--- src/rtl/spectral_peak_finder.sv ---
// ---------------------------------------------------------------------------
// spectral_peak_finder
//
// Sequential peak detector placed after the FFT magnitude stage. On start it
// latches a packed vector of per-bin squared magnitudes plus a detection
// threshold, then walks the eligible bins one per cycle keeping a running
// maximum. When the walk ends it pulses done and publishes the peak bin
// index, its magnitude and whether that magnitude is strictly above the
// threshold. All magnitudes are unsigned (sums of squares).
//
// Ports:
//   clk         in   rising-edge clock
//   reset       in   synchronous, active-high reset
//   start       in   latch input_mags/threshold and begin a scan (when ready)
//   input_mags  in   buffer_size*sample_size packed bins, bin k at
//                    [sample_size*k +: sample_size]
//   threshold   in   unsigned detection threshold
//   ready       out  block accepts start this cycle
//   done        out  one-cycle pulse, results valid from this cycle on
//   peak_index  out  index of the largest eligible bin (lowest on ties)
//   peak_mag    out  magnitude of that bin
//   peak_found  out  peak_mag > threshold
// ---------------------------------------------------------------------------
module spectral_peak_finder #(
    parameter int sample_size = 16,
    parameter int buffer_size = 8,
    parameter int scan_bins   = buffer_size / 2,
    parameter int skip_dc     = 1
) (
    input  logic                               clk,
    input  logic                               reset,
    input  logic                               start,
    input  logic [buffer_size*sample_size-1:0] input_mags,
    input  logic [sample_size-1:0]             threshold,
    output logic                               ready,
    output logic                               done,
    output logic [$clog2(buffer_size)-1:0]     peak_index,
    output logic [sample_size-1:0]             peak_mag,
    output logic                               peak_found
);

    localparam int IW     = $clog2(buffer_size);
    localparam int F_INT  = (skip_dc != 0) ? 1 : 0;
    localparam int N_BINS = scan_bins - F_INT;

    localparam logic [IW-1:0] FIRST  = IW'(F_INT);
    localparam logic [IW-1:0] SECOND = IW'(F_INT + 1);
    localparam logic [IW-1:0] LAST   = IW'(scan_bins - 1);

    typedef enum logic [1:0] {
        ST_IDLE = 2'd0,
        ST_SCAN = 2'd1,
        ST_DONE = 2'd2
    } state_t;

    state_t                             state_q, state_d;
    logic [buffer_size*sample_size-1:0] mags_q, mags_d;
    logic [sample_size-1:0]             thr_q, thr_d;
    logic [sample_size-1:0]             max_val_q, max_val_d;
    logic [IW-1:0]                      max_idx_q, max_idx_d;
    logic [IW-1:0]                      cnt_q, cnt_d;
    logic                               ready_q, ready_d;
    logic                               done_q, done_d;
    logic [IW-1:0]                      peak_index_q, peak_index_d;
    logic [sample_size-1:0]             peak_mag_q, peak_mag_d;
    logic                               peak_found_q, peak_found_d;

    logic [sample_size-1:0]             cand_val_s;
    logic [sample_size-1:0]             first_val_s;

    // Next-state, datapath and output-register logic for the scan FSM.
    always_comb begin
        state_d      = state_q;
        mags_d       = mags_q;
        thr_d        = thr_q;
        max_val_d    = max_val_q;
        max_idx_d    = max_idx_q;
        cnt_d        = cnt_q;
        peak_index_d = peak_index_q;
        peak_mag_d   = peak_mag_q;
        peak_found_d = peak_found_q;

        cand_val_s  = mags_q[int'(cnt_q) * sample_size +: sample_size];
        first_val_s = input_mags[F_INT * sample_size +: sample_size];

        case (state_q)
            ST_IDLE: begin
                if (start) begin
                    mags_d    = input_mags;
                    thr_d     = threshold;
                    max_val_d = first_val_s;
                    max_idx_d = FIRST;
                    cnt_d     = SECOND;
                    if (N_BINS == 1) begin
                        // Single eligible bin: it is the peak, publish now.
                        state_d      = ST_DONE;
                        peak_index_d = FIRST;
                        peak_mag_d   = first_val_s;
                        peak_found_d = (first_val_s > threshold);
                    end else begin
                        state_d = ST_SCAN;
                    end
                end else begin
                    state_d = ST_IDLE;
                end
            end
            ST_SCAN: begin
                // Strictly greater keeps the lowest index on ties.
                if (cand_val_s > max_val_q) begin
                    max_val_d = cand_val_s;
                    max_idx_d = cnt_q;
                end else begin
                    max_val_d = max_val_q;
                    max_idx_d = max_idx_q;
                end
                if (cnt_q == LAST) begin
                    // Last compare: publish so outputs are valid in the done cycle.
                    state_d      = ST_DONE;
                    cnt_d        = cnt_q;
                    peak_index_d = max_idx_d;
                    peak_mag_d   = max_val_d;
                    peak_found_d = (max_val_d > thr_q);
                end else begin
                    cnt_d = cnt_q + {{(IW-1){1'b0}}, 1'b1};
                end
            end
            ST_DONE: begin
                state_d = ST_IDLE;
            end
            default: begin
                state_d = ST_IDLE;
            end
        endcase

        ready_d = (state_d == ST_IDLE);
        done_d  = (state_d == ST_DONE);
    end

    // State and datapath registers with synchronous reset.
    always_ff @(posedge clk) begin
        if (reset) begin
            state_q      <= ST_IDLE;
            mags_q       <= '0;
            thr_q        <= '0;
            max_val_q    <= '0;
            max_idx_q    <= '0;
            cnt_q        <= '0;
            ready_q      <= 1'b1;
            done_q       <= 1'b0;
            peak_index_q <= '0;
            peak_mag_q   <= '0;
            peak_found_q <= 1'b0;
        end else begin
            state_q      <= state_d;
            mags_q       <= mags_d;
            thr_q        <= thr_d;
            max_val_q    <= max_val_d;
            max_idx_q    <= max_idx_d;
            cnt_q        <= cnt_d;
            ready_q      <= ready_d;
            done_q       <= done_d;
            peak_index_q <= peak_index_d;
            peak_mag_q   <= peak_mag_d;
            peak_found_q <= peak_found_d;
        end
    end

    assign ready      = ready_q;
    assign done       = done_q;
    assign peak_index = peak_index_q;
    assign peak_mag   = peak_mag_q;
    assign peak_found = peak_found_q;

endmodule

--- config.mk ---
export PLATFORM = sky130hd
export DESIGN_NAME = spectral_peak_finder
export DESIGN_NICKNAME = d
export VERILOG_FILES = /design/src/rtl/spectral_peak_finder.sv
export SDC_FILE = /design/constraint.sdc
export NUM_CORES = 1
export LEC_CHECK = 0
export ABC_CLOCK_PERIOD_IN_PS = 4300
export BUFFER_PORTS_ARGS = -buffer_cell sky130_fd_sc_hd__buf_4
export CAP_MARGIN = 20
export CORE_MARGIN = 2
export CORE_UTILIZATION = 40
export DETAILED_ROUTE_END_ITERATION = 10
export SYNTH_ARGS = -nofsm -noshare
export SYNTH_HDL_FRONTEND = slang
export SYNTH_SLANG_ARGS = --single-unit
--- constraint.sdc ---
create_clock -name clk -period 4.3 [get_ports clk]
set_input_delay 0.215 -clock clk [delete_from_list [all_inputs] [get_ports clk]]
set_output_delay 0.215 -clock clk [all_outputs]
set_load 0.02 [all_outputs]
# Yosys cells after proc, flatten, opt, wreduce, memory -nomap -nowiden
# Cells that the tools add are included.
[word_totals]
word_cells = 40
in_bits = 147
output_inout_bits = 22
regBits = 190
[op_classes]
addsub = 1
eq_ne = 5
n_reduce_logical = 7
n_mux = 13
magnitude_cmp = 2
n_shift = 1
[ops]
columns = ["cell", "n"]
rows = [
  ["$shiftx A128 B8 Y16", 1],
  ["$mux W16", 3],
  ["$gt A16 B16 Y1", 2],
  ["$pmux W16 S2", 1],
  ["$mux W3", 4],
  ["$pmux W3 S2", 2],
  ["$reduce_and A2 Y1", 3],
  ["$logic_not A2 Y1", 2],
  ["$ne A2 B2 Y1 const B", 2],
  ["$pmux W2 S2", 1],
  ["$add A3 B1 Y3 const B", 1],
  ["$eq A3 B2 Y1 const B", 1],
  ["$reduce_and A3 Y1", 1],
  ["$eq A2 B1 Y1 const B", 1],
  ["$eq A2 B2 Y1 const B", 1],
  ["$mux W2", 1],
  ["$reduce_bool A2 Y1", 1],
  ["$mux W1", 1],
]

# Logic depth before layout (Yosys ltp)
[logic_depth]
ltp_word = 5
ltp_mapped = 20
mapped_depth_nobuf = 17

# Least setup slack after synthesis
# OpenSTA, ideal clock, no wires.
[synth_path]
kind = "reg-to-reg"
from = "register cnt_q[0]"
to = "register peak_found_q (netlist: peak_found)"
setup_time_ns = 0.117
synth_period_minus_slack_ns = 4.558
n_path_buf = 3
path_stages_with_launch = 21
arrival_time_ns = 4.441
slack_ns = -0.258
t_required_ns = 4.183
path_cell_list = "dfxtp_1 > buf_2 > buf_2 > mux4_2 > nand2_1 > nand2_1 > ha_1 > nand4_2 > nor2_1 > or3_4 > o41ai_4 > buf_6 > mux2i_1 > inv_1 > ha_1 > nor2b_1 > o21a_1 > o21a_1 > o21ai_0 > nand4b_1 > a22o_1"
[synth_via]
elab_chain_len = 5
elab_cells_between_ends = 7
classes_between = "2 x order compare; 1 x eq/ne; 1 x shift; 2 x mux; 1 x reduce/logical"
[synth_rtl]
columns = ["element", "line", "source"]
rows = [
  ["start: declaration", "61", "logic [IW-1:0] cnt_q, cnt_d;"],
  ["start signal: assignment", "159", "cnt_q <= cnt_d;"],
  ["$shiftx A128 B8 Y16", "83", "cand_val_s = mags_q[int'(cnt_q) * sample_size +: sample_size];"],
  ["$gt A16 B16 Y1", "109", "if (cand_val_s > max_val_q) begin"],
  ["$mux W16", "109", ""],
  ["$mux W16", "86", "case (state_q)"],
  ["$gt A16 B16 Y1", "122", "peak_found_d = (max_val_d > thr_q);"],
  ["end signal: assignment", "164", "peak_found_q <= peak_found_d;"],
  ["end: declaration", "66", "logic peak_found_q, peak_found_d;"],
]
# Parallel ways exist; a longest one is shown, timed or not. The select of a mux whose other input is x is not followed.
# A chain may end at the register's enable or synchronous reset.

# Worst setup path after layout
# Ends and elaborated chain as after synthesis.

==> metrics.md <==
| Metric | Value |
|---|---|
| Total CTS buffers | 17 |
| Syn_nets | 1205 |
| H-tree depth | 4 |
| CTS Root Buffer Type | clkbuf_16 |
| Top delay family on crit path | simple AND/OR/NAND/NOR gates |
| Max frequency | 0.231 GHz |
| Critical Path Slowest Stage Cell | mux4_2 |
| Register Area | 0.00381 mm² |
| Worst setup SP type | flip-flop |
| Crit-path cells | buf_6, buf_16, buf_4, mux4_2, nand2_2, nand2_4, ha_4, a21oi_2, nor3_1, or3_4, o41ai_4, buf_4, buf_8, mux2i_1, inv_1, ha_1, nand4_1, or3_1, nand4b_1, a22o_1 |
| Gpl congestion | ~0.9 |
| Worst Skew | 0.0136 ns |
| CP required | 4.68 ns |
| DRT iter0 DRCs | 594 |
| Final WS setup | -0.0353 ns |
| Setup-failing EPs final | 1 |
| DRC | 0 |
| Status | finished, violations left |
| Final net count | 1384 |
| Worst R2R Path Depth | 20 |
| CTS Hold Bufs | 0 |
| Critical path's most frequent cell | buf_4 |
| Worst relative slew slack | 0.295 |
| Final ANT Viol Nets | 0 |
| Initial antenna violation count | 0 |
| Final worst path period share | 1.01 |
| Chip Height | 150 µm |
| Crit path largest cell delay | 0.51 ns |
| Sequential-to-total area share from yosys stat | 0.448 |
| Clock Sinks | 190 |
| Largest net degree at the start of global routing | 100 |
| Hold Path Depth | 3 |
| Max_cap viols | 0 |
| Ports | around 170 |
| Failing checks | negative setup slack |
| Share of cells above drive strength 1 | 0.297 |
| CP endpoint kind | flip-flop |
| Syn Area/Cell | 8.28 µm² |
| Number of global-route vias before repair | 7424 |
| Clock Latency Late Sink | 0.44 ns |
| Dpl cells | 1440 |
| Worst-Margin Slew | 1.06 ns |
| Routed length per placed instance | 17.2 µm |
| Yosys warnings | 0 |
| RSZ-0062 raised after global routing | yes |
| Post-synthesis register bit count | 190 |
| CTS tree | built |
| Cells after Synth | 1024 |
| Max VDD drop | 0.265 mV |
| Power Density | 460 mW/mm² |
| Die footprint | 0.0224 mm² |
| # rows | 53 |
| Non-Filler Instances | 1490 |
| Worst reg2reg endpoint | peak_found |
| Layout area overhead | 34.9% |
| Worst path buffer plus inverter count | 6 |
| Antenna diode count | 0 |
| R2R Path Start | cnt_q[0] |
| Data arrival time of the critical path | 4.71 ns |
| Hold Path Class | input port to flip-flop |
| Routed vias/inst | around 5.2 |
| Critical path type | flip-flop to flip-flop |
| Overflow after GRT | 0 |
| Unique masters post-synth | 42 |
| Port Buffers | ~170 |
| Multi-input logic area | 0.00459 mm² |
| Via Count | just under 8000 |
| Global Route Usage Sum | 0.227 |
| R2R setup slack | -0.04 ns |
| Hold Violations, Final | 0 |
| Post-Syn Area | 0.00848 mm² |
| Post-synth EDFFs | 0 |
| P_leak | roughly 4.8 nW |
| Final Core Density | 0.548 |
| HP Start | input_mags[48] |
| Fill count | around 1900 |
| Hold EP | mags_q[48] |
| Global-route wire length before repair | 39.2 mm |
| Total wire length | 25.6 mm |
| Post-synth ARST share | 0 |
| Core footprint | 0.0209 mm² |
| Min Tclk post-route | 4.34 ns |
| Die W | 150 µm |
| Synth Flop Type | dfxtp_1 |
| Max-slew violation count | 0 |
| Drt first pass iters | 5 |
| Worst-path clk slew | ~0.08 ns |
| Worst-path maximum fanout | 7 |
| CTS max path bufs | 2 |
| HPWL after DPL | 17.8 mm |
| Starting Density | 0.406 |
[routing by layer]
metal	up-vias	global-route usage	wire (µm)
li1	3810	-	-
met1	3700	0.309	11600
met2	233	0.366	12200
met3	29	0.0430	1400
met4	0	0.0686	406
met5	-	0	0
[worst max-delay path by stage]
| stage | startpoint | slack [ns] | cells after the start | end |
|---|---|---|---|---|
| finish | cnt_q[0] | -0.04 | 20 | peak_found |
| global route | cnt_q[0] | -0.18 | 20 | peak_found |
| detailed placement | cnt_q[0] | -0.11 | 19 | peak_found |
| global placement | cnt_q[0] | -0.06 | 19 | peak_found |
| floorplan | cnt_q[1] | 0.004 | 20 | peak_found |
| CTS | cnt_q[0] | -0.01 | 20 | peak_found |
[synthesized netlist by cell type (4+ instances only)]
library cell / n / area, µm²
nor2_1: 8 / 30.0
o21ai_0: 12 / 60.1
clkbuf_1: 61 / 229
inv_1: 51 / 191
nand4_1: 5 / 31.3
a22oi_1: 16 / 120
buf_2: 4 / 20.0
o22ai_1: 16 / 100
a21oi_1: 160 / 801
buf_1: 4 / 15.0
mux2i_1: 19 / 190
dfxtp_1: 190 / 3800
nand2_1: 355 / 1330
nor3_1: 5 / 25.0
ha_1: 34 / 425
mux4_2: 32 / 721
o21ai_1: 11 / 55.1
nor2b_1: 4 / 25.0
[tightest hold or removal path, stage by stage]
cell and delay (ns):
buf_4 0.11, nand2_1 0.05, a21oi_1 0.05
[where the power goes]
part	leakage [nW]	internal [mW]	switching [mW]	total, mW
clock	0.296	0.992	0.705	1.70
sequential	1.56	1.90	0.0929	1.99
combinational	2.96	0.772	0.795	1.57
[layout by cell type, fill, tap and decap left out, types with 3 or more instances in the layout]
| master | instances |
|---|---|
| nor2b_1 | 4 |
| inv_1 | 49 |
| nand2_1 | 329 |
| buf_6 | 5 |
| buf_12 | 6 |
| o21ai_0 | 9 |
| clkinvlp_4 | 3 |
| a21oi_2 | 5 |
| buf_4 | 217 |
| clkbuf_16 | 17 |
| nand2_4 | 4 |
| inv_6 | 3 |
| ha_1 | 20 |
| nand4_1 | 5 |
| dfxtp_1 | 189 |
| nor3_1 | 5 |
| a21o_1 | 3 |
| mux2i_1 | 10 |
| mux4_2 | 32 |
| a22oi_1 | 16 |
| nor2_1 | 7 |
| mux2i_2 | 6 |
| a21oi_1 | 156 |
| mux2i_4 | 3 |
| o22ai_1 | 16 |
| bufinv_16 | 4 |
| nand2_2 | 22 |
| o21ai_1 | 14 |
| ha_4 | 14 |
[logic make-up after synthesis]
| family | Yosys count | share of synthesized area |
|---|---|---|
| and+or+nand+nor | 393 | 0.184 |
| AOI/OAI and AO/OA | 231 | 0.152 |
| DFF | 190 | 0.448 |
| buffers and inverters | 124 | 0.0572 |
| muxes | 52 | 0.109 |
| adders and majority gates | 34 | 0.0502 |
[sequential cells by signal, indices dropped and copies added, names as in the netlist]
register,flops
mags_q,128
max_val_q,16
peak_mag,16
thr_q,16
cnt_q,3
max_idx_q,3
peak_index,3
state_q,2
done,1
peak_found,1
ready,1
[metrics by stage]
| stage | setup WS, ns | TNS [ns] | hold slack [ns] | power, mW | instance area [µm²] |
|---|---|---|---|---|---|
| after detailed placement | -0.112 | -0.112 | 0.444 | 3.31 | 10200 |
| after CTS | -0.0121 | -0.0121 | 0.0135 | 5.13 | 11200 |
| after global routing | -0.183 | -0.183 | 0.0118 | 5.49 | 11400 |
| after floorplan | 0.00389 | 0 | 0.351 | 2.82 | 8500 |
| final | -0.0353 | -0.0353 | 0.0205 | 5.26 | 11400 |
| after global placement | -0.0595 | -0.0595 | 0.436 | 3.30 | 10200 |
[final cells by class]
class | count | share of cell area
multi-input cells | 710 | 0.401
flip-flops and latches | 190 | 0.333
repair buffers | 231 | 0.164
clock buffers | 19 | 0.0387
well taps | 275 | 0.0301
inverters | 53 | 0.0174
clock inverters | 12 | 0.0160
[repair_timing]
action,in CTS,in global routing
endpoints found under the setup margin,1,1
resized for setup,34,50
hold endpoints to repair,0,0
pin swaps,7,14
setup buffers,10,7
gates cloned,3,0
Note: power is estimated with default switching activity, not from simulation.
